## src/rtl/cpu_b_ram_loader.sv

```systemverilog
// Program-load sequencer: copies PROG_LEN ROM bytes into cpu_b RAM256, then releases the CPU.
// Optional LOADER_CHECKSUM_EN adds a modulo-256 sum of the loaded image.
module cpu_b_ram_loader #(
   parameter int unsigned PROG_LEN = 256,
   parameter int unsigned ROM_LAT  = 1,
   parameter int unsigned PULSE_W  = 2
) (
   input  logic       in_clk,
   input  logic       reset,
   input  logic       start,
   output logic [7:0] rom_addr,
   input  logic [7:0] rom_data,
   output logic       loading_ram,
   output logic       set_mar_init,
   output logic [7:0] addr_init,
   output logic       set_ram_init,
   output logic [7:0] instr_from_rom,
   output logic       cpu_reset,
   output logic       done
`ifdef LOADER_CHECKSUM_EN
   ,
   output logic [7:0] checksum,
   output logic       checksum_valid
`endif
);

   typedef enum logic [3:0] {
      StRomRd, StMarSu, StMarSet, StMarHld, StRamSu, StRamSet, StRamHld, StRelease, StDone
   } state_e;

   localparam logic [8:0] LastAddr  = 9'(PROG_LEN - 1);
   localparam logic [2:0] LatLast   = 3'(ROM_LAT - 1);
   localparam logic [2:0] PulseLast = 3'(PULSE_W - 1);

   state_e     state_q, state_d;
   logic [8:0] addr_q, addr_d;
   logic [2:0] cnt_q, cnt_d;
   logic [7:0] data_q, data_d;
   logic [7:0] rom_addr_d, addr_init_d, instr_d;
   logic       loading_d, set_mar_d, set_ram_d, cpu_reset_d, done_d;
   logic       busy, last;
`ifdef LOADER_CHECKSUM_EN
   logic [7:0] sum_d;
`endif

   assign last = (addr_q == LastAddr);

   always_comb begin
      state_d    = state_q;
      addr_d     = addr_q;
      cnt_d      = '0;
      data_d     = data_q;
      rom_addr_d = rom_addr;
`ifdef LOADER_CHECKSUM_EN
      sum_d      = checksum;
`endif
      unique case (state_q)
         StRomRd: begin
            if (cnt_q == LatLast) begin
               data_d  = rom_data;
               state_d = StMarSu;
`ifdef LOADER_CHECKSUM_EN
               sum_d   = checksum + rom_data;
`endif
            end else begin
               cnt_d = cnt_q + 3'd1;
            end
         end
         StMarSu:  state_d = StMarSet;
         StMarSet: begin
            if (cnt_q == PulseLast) state_d = StMarHld;
            else                    cnt_d   = cnt_q + 3'd1;
         end
         StMarHld: state_d = StRamSu;
         StRamSu:  state_d = StRamSet;
         StRamSet: begin
            if (cnt_q == PulseLast) begin
               state_d    = StRamHld;
               // Present the next ROM address during RAM_HLD so the ROM latency
               // overlaps it; park at 0 after the last byte, ready for a reload.
               rom_addr_d = last ? 8'd0 : addr_q[7:0] + 8'd1;
            end else begin
               cnt_d = cnt_q + 3'd1;
            end
         end
         StRamHld: begin
            if (last) begin
               state_d = StRelease;
            end else begin
               addr_d  = addr_q + 9'd1;
               state_d = StRomRd;
            end
         end
         StRelease: state_d = StDone;
         StDone: begin
            if (start) begin
               state_d    = StRomRd;
               addr_d     = '0;
               rom_addr_d = '0;
`ifdef LOADER_CHECKSUM_EN
               sum_d      = '0;
`endif
            end
         end
         default: state_d = StRomRd;
      endcase

      busy        = !(state_d inside {StRelease, StDone});
      loading_d   = busy;
      cpu_reset_d = (state_d != StDone);
      done_d      = (state_d == StDone);
      set_mar_d   = (state_d == StMarSet);
      set_ram_d   = (state_d == StRamSet);
      addr_init_d = busy ? addr_d[7:0] : 8'd0;
      instr_d     = (busy && state_d != StRomRd) ? data_d : 8'd0;
   end

   always_ff @(posedge in_clk or negedge reset) begin
      if (!reset) begin
         state_q        <= StRomRd;
         addr_q         <= '0;
         cnt_q          <= '0;
         data_q         <= '0;
         rom_addr       <= '0;
         loading_ram    <= 1'b1;
         cpu_reset      <= 1'b1;
         set_mar_init   <= 1'b0;
         set_ram_init   <= 1'b0;
         addr_init      <= '0;
         instr_from_rom <= '0;
         done           <= 1'b0;
      end else begin
         state_q        <= state_d;
         addr_q         <= addr_d;
         cnt_q          <= cnt_d;
         data_q         <= data_d;
         rom_addr       <= rom_addr_d;
         loading_ram    <= loading_d;
         cpu_reset      <= cpu_reset_d;
         set_mar_init   <= set_mar_d;
         set_ram_init   <= set_ram_d;
         addr_init      <= addr_init_d;
         instr_from_rom <= instr_d;
         done           <= done_d;
      end
   end

`ifdef LOADER_CHECKSUM_EN
   always_ff @(posedge in_clk or negedge reset) begin
      if (!reset) begin
         checksum       <= '0;
         checksum_valid <= 1'b0;
      end else begin
         checksum       <= sum_d;
         checksum_valid <= done_d;
      end
   end
`endif

endmodule
```

## config.mk

```make
export PLATFORM = sky130hd
export DESIGN_NAME = cpu_b_ram_loader
export DESIGN_NICKNAME = d
export VERILOG_FILES = /design/src/rtl/cpu_b_ram_loader.sv
export SDC_FILE = /design/constraint.sdc
export NUM_CORES = 1
export LEC_CHECK = 0
export BUFFER_PORTS_ARGS = -buffer_cell sky130_fd_sc_hd__buf_2
export CELL_PAD_IN_SITES_DETAIL_PLACEMENT = 1
export CELL_PAD_IN_SITES_GLOBAL_PLACEMENT = 1
export CORE_UTILIZATION = 44
export CTS_CLUSTER_DIAMETER = 100
export CTS_CLUSTER_SIZE = 14
export DETAILED_ROUTE_END_ITERATION = 10
export GPL_ROUTABILITY_DRIVEN = 0
export PLACE_DENSITY_LB_ADDON = 0.1
export SETUP_SLACK_MARGIN = 0.5
export SYNTH_ARGS = -nofsm -noshare
export SYNTH_HDL_FRONTEND = slang
export SYNTH_SLANG_ARGS = --single-unit
```

## constraint.sdc

```tcl
create_clock -name in_clk -period 2.4 [get_ports in_clk]
set_input_delay 0.48 -clock in_clk [delete_from_list [all_inputs] [get_ports in_clk]]
set_output_delay 0.48 -clock in_clk [all_outputs]
set_load 0.005 [all_outputs]
```

==> out/qor.csv <==
metric;value;unit
status;finished, final reports clean;
cts_root_buf;clkbuf_8;
critPathMaxFanout;10;
grt_pass1_vias;1901;
die_w;76.4;microns
synth_adder_area_share;0.0257;
ios;40;
totalWireLength;5.67;mm
r2r_setup_slack;540;ps
syn_area;2440;sq um
syn_avg_cell_area;11.2;sq um
synthCells;217;
ant_nets;0;
ys_top_cells_by_area;dfrtp_1 52%, mux2_2 3.7%, nor2b_2 2.9%;
startpoint_type;register;
drv_cap;0;
drcViolationCount;0;
start_util;0.466;
synthArstFlopShare;1.00;
yosysMostFrequentCell;dfrtp_1;
cts_inserted_buffers;5;
clockBufferDepth;2;
setup_ws;541;ps
overflow;0;
clk_pin_slew;100;ps
yosys.area.top_type;dfrtp_1;
slew_viol_final;0;
drive_above_1_share;0.389;
synth_xor_area_frac;0.0287;
post-route-period-util;0.775;
max_freq;0.538;GHz
min_period;1860;ps
via_count;1781;
port_buffers;39;
ys_seq_elements;53;
hold_class;in -> async;
clk_latency;310;ps
wire_per_inst;16.9;microns
arrival;2050;ps
synth-compound-area-share;0.120;
final-setup-viol-count;0;
crit_type;reg -> reg;
cp.required;2600;ps
leakage;1.34;nW
htreeDepth;2;
drt_pass1_iterations;4;
grt_max_degree;27;
die-area;5840;sq um
synth-simple-area-share;0.198;
fin_setup_tns;0;ps
cts_tree;built;
final_nets;280;
ys.flop_type;dfrtp_1;
synthTopCellsByCount;51 x dfrtp_1, 16 x nand2_1, 14 x nor2_1, 14 x o21ai_0, 9 x inv_1;
yosysWarnings;0;
grt_pass1_wl;9.58;mm
place_hpwl;3.86;mm
synthToLayoutAreaGrowth;19.6;%
n_antenna_cell;0;
hold_viol;0;
first_iter_violations;68;
place_ws;309;ps
core-area;5240;sq um
relSlewSlack;0.610;
worst_pin_slew;585;ps
fp.dieH;76.4;microns
vias_per_cell;5.32;
synth_top_cell_area_share;0.523;
synth_edf_count;0;
row_count;26;
cp-end-kind;register;
ys_seq_area_frac;0.545;
muxShareOfSynthArea;0.0369;
rsz0062_at_grt;true;
antenna_found_initial;0;
power.density;1290;nW/um^2
syn_nets;233;
synth.distinct_cells;51;
synth_top_family_by_area;simple AND/OR/NAND/NOR gates;
skew;13.0;ps
track_usage;0.213;
peakVddDrop;0.687;mV
cts_sinks;53;
## critical path, stage by stage, from the launching register on
cell,delay [ps]
dfrtp_2,490
nand4bb_1,230
or4_4,590
nand2_4,110
inv_2,50
o31ai_4,60
buf_12,170
nor2b_2,40
## layout make-up
type	count	area, sq um
Multi-Input combinational cell	141	1060
Fill cell	588	2320
Clock buffer	7	76.3
Clock inverter	1	7.51
Timing Repair Buffer	52	305
Sequential cell	53	1340
Inverter	11	41.3
Tap cell	70	87.6
## report_power, final
part           switching [mW]  leakage, nW  internal, mW
clock network           0.279       0.0385         0.207
registers               0.259        0.658          1.28
logic                   0.858        0.646         0.874
total                    1.40         1.34          2.36
## placed cells by master, fill, tap and decap left out, drive strengths merged, types with 4 or more instances in the layout
master,Yosys,final
nor3b,5,5
a21oi,8,8
nand3,6,6
nor2,14,14
dfrtp,51,51
nand2,18,18
nor2b,8,8
nor3,5,5
o21ai,14,14
xnor2,5,5
clkbuf,5,7
ha,5,5
mux2,8,8
buf,7,52
and3,4,4
inv,11,11
## per-stage QoR
stage / utilization / power (mW) / hold slack [ps] / instances / cell area, sq um
after detailed placement: 0.511 / 3.03 / 466 / 318 / 2680
final: 0.557 / 3.76 / 159 / 335 / 2920
after floorplan: - / 2.56 / 184 / 217 / 2440
after global placement: 0.511 / 2.99 / 460 / 318 / 2680
after global routing: 0.557 / 4.05 / 188 / 335 / 2920
after CTS: 0.549 / 3.73 / 170 / 335 / 2880
## logic make-up (layout without fill, tap and decap cells)
family | Yosys count | after routing
AND/OR/NAND/NOR | 77 | 77
flip-flops | 53 | 53
AO/OA/AOI/OAI | 43 | 43
buffers and inverters | 23 | 71
XOR/XNOR | 8 | 8
multiplexers | 8 | 8
adder cells (fa/ha/maj) | 5 | 5
## metal layers
| metal | up-vias | GRT usage | part of all wire | wire length, microns |
|---|---|---|---|---|
| met3 | 10 | 0.0467 | 0.038 | 215 |
| met1 | 884 | 0.257 | 0.42 | 2390 |
| met2 | 35 | 0.377 | 0.52 | 2930 |
| li1 | 852 | - | - | - |
| met4 | 0 | 0.0692 | 0.022 | 125 |
| met5 | - | 0 | 0 | 0 |
## flip-flops by register name (all words and copies together) (netlist names)
signal          flops
done                1
addr_init           8
rom_addr            8
loading_ram         1
instr_from_rom      8
cpu_reset           1
set_mar_init        1
addr_q              9
data_q              8
state_q             4
cnt_q               3
set_ram_init        1
## path summary, 6_finish.rpt
path / cells past startpoint / end / start
worst max-delay path: 7 / instr_from_rom[4]$_DFF_PN0_ / state_q[3]$_DFF_PN0_
worst min-delay path: 1 / rom_addr[7]$_DFFE_PN0P_ / reset
worst max register to register: 7 / instr_from_rom[4]$_DFF_PN0_ / state_q[3]$_DFF_PN0_
worst min register to register: 2 / rom_addr[2]$_DFFE_PN0P_ / rom_addr[2]$_DFFE_PN0P_
max in group asynchronous: 2 / addr_q[6]$_DFF_PN0_ / reset
min in group in_clk: 2 / done$_DFF_PN0_ / start
## timing repair
item,CTS,global route
setup endpoints to repair,10,22
cloned,0,0
pin swaps,3,2
buffers inserted,9,0
hold buffers,0,0
resized for setup,11,8
No activity file was read; power rests on OpenSTA's default activity.
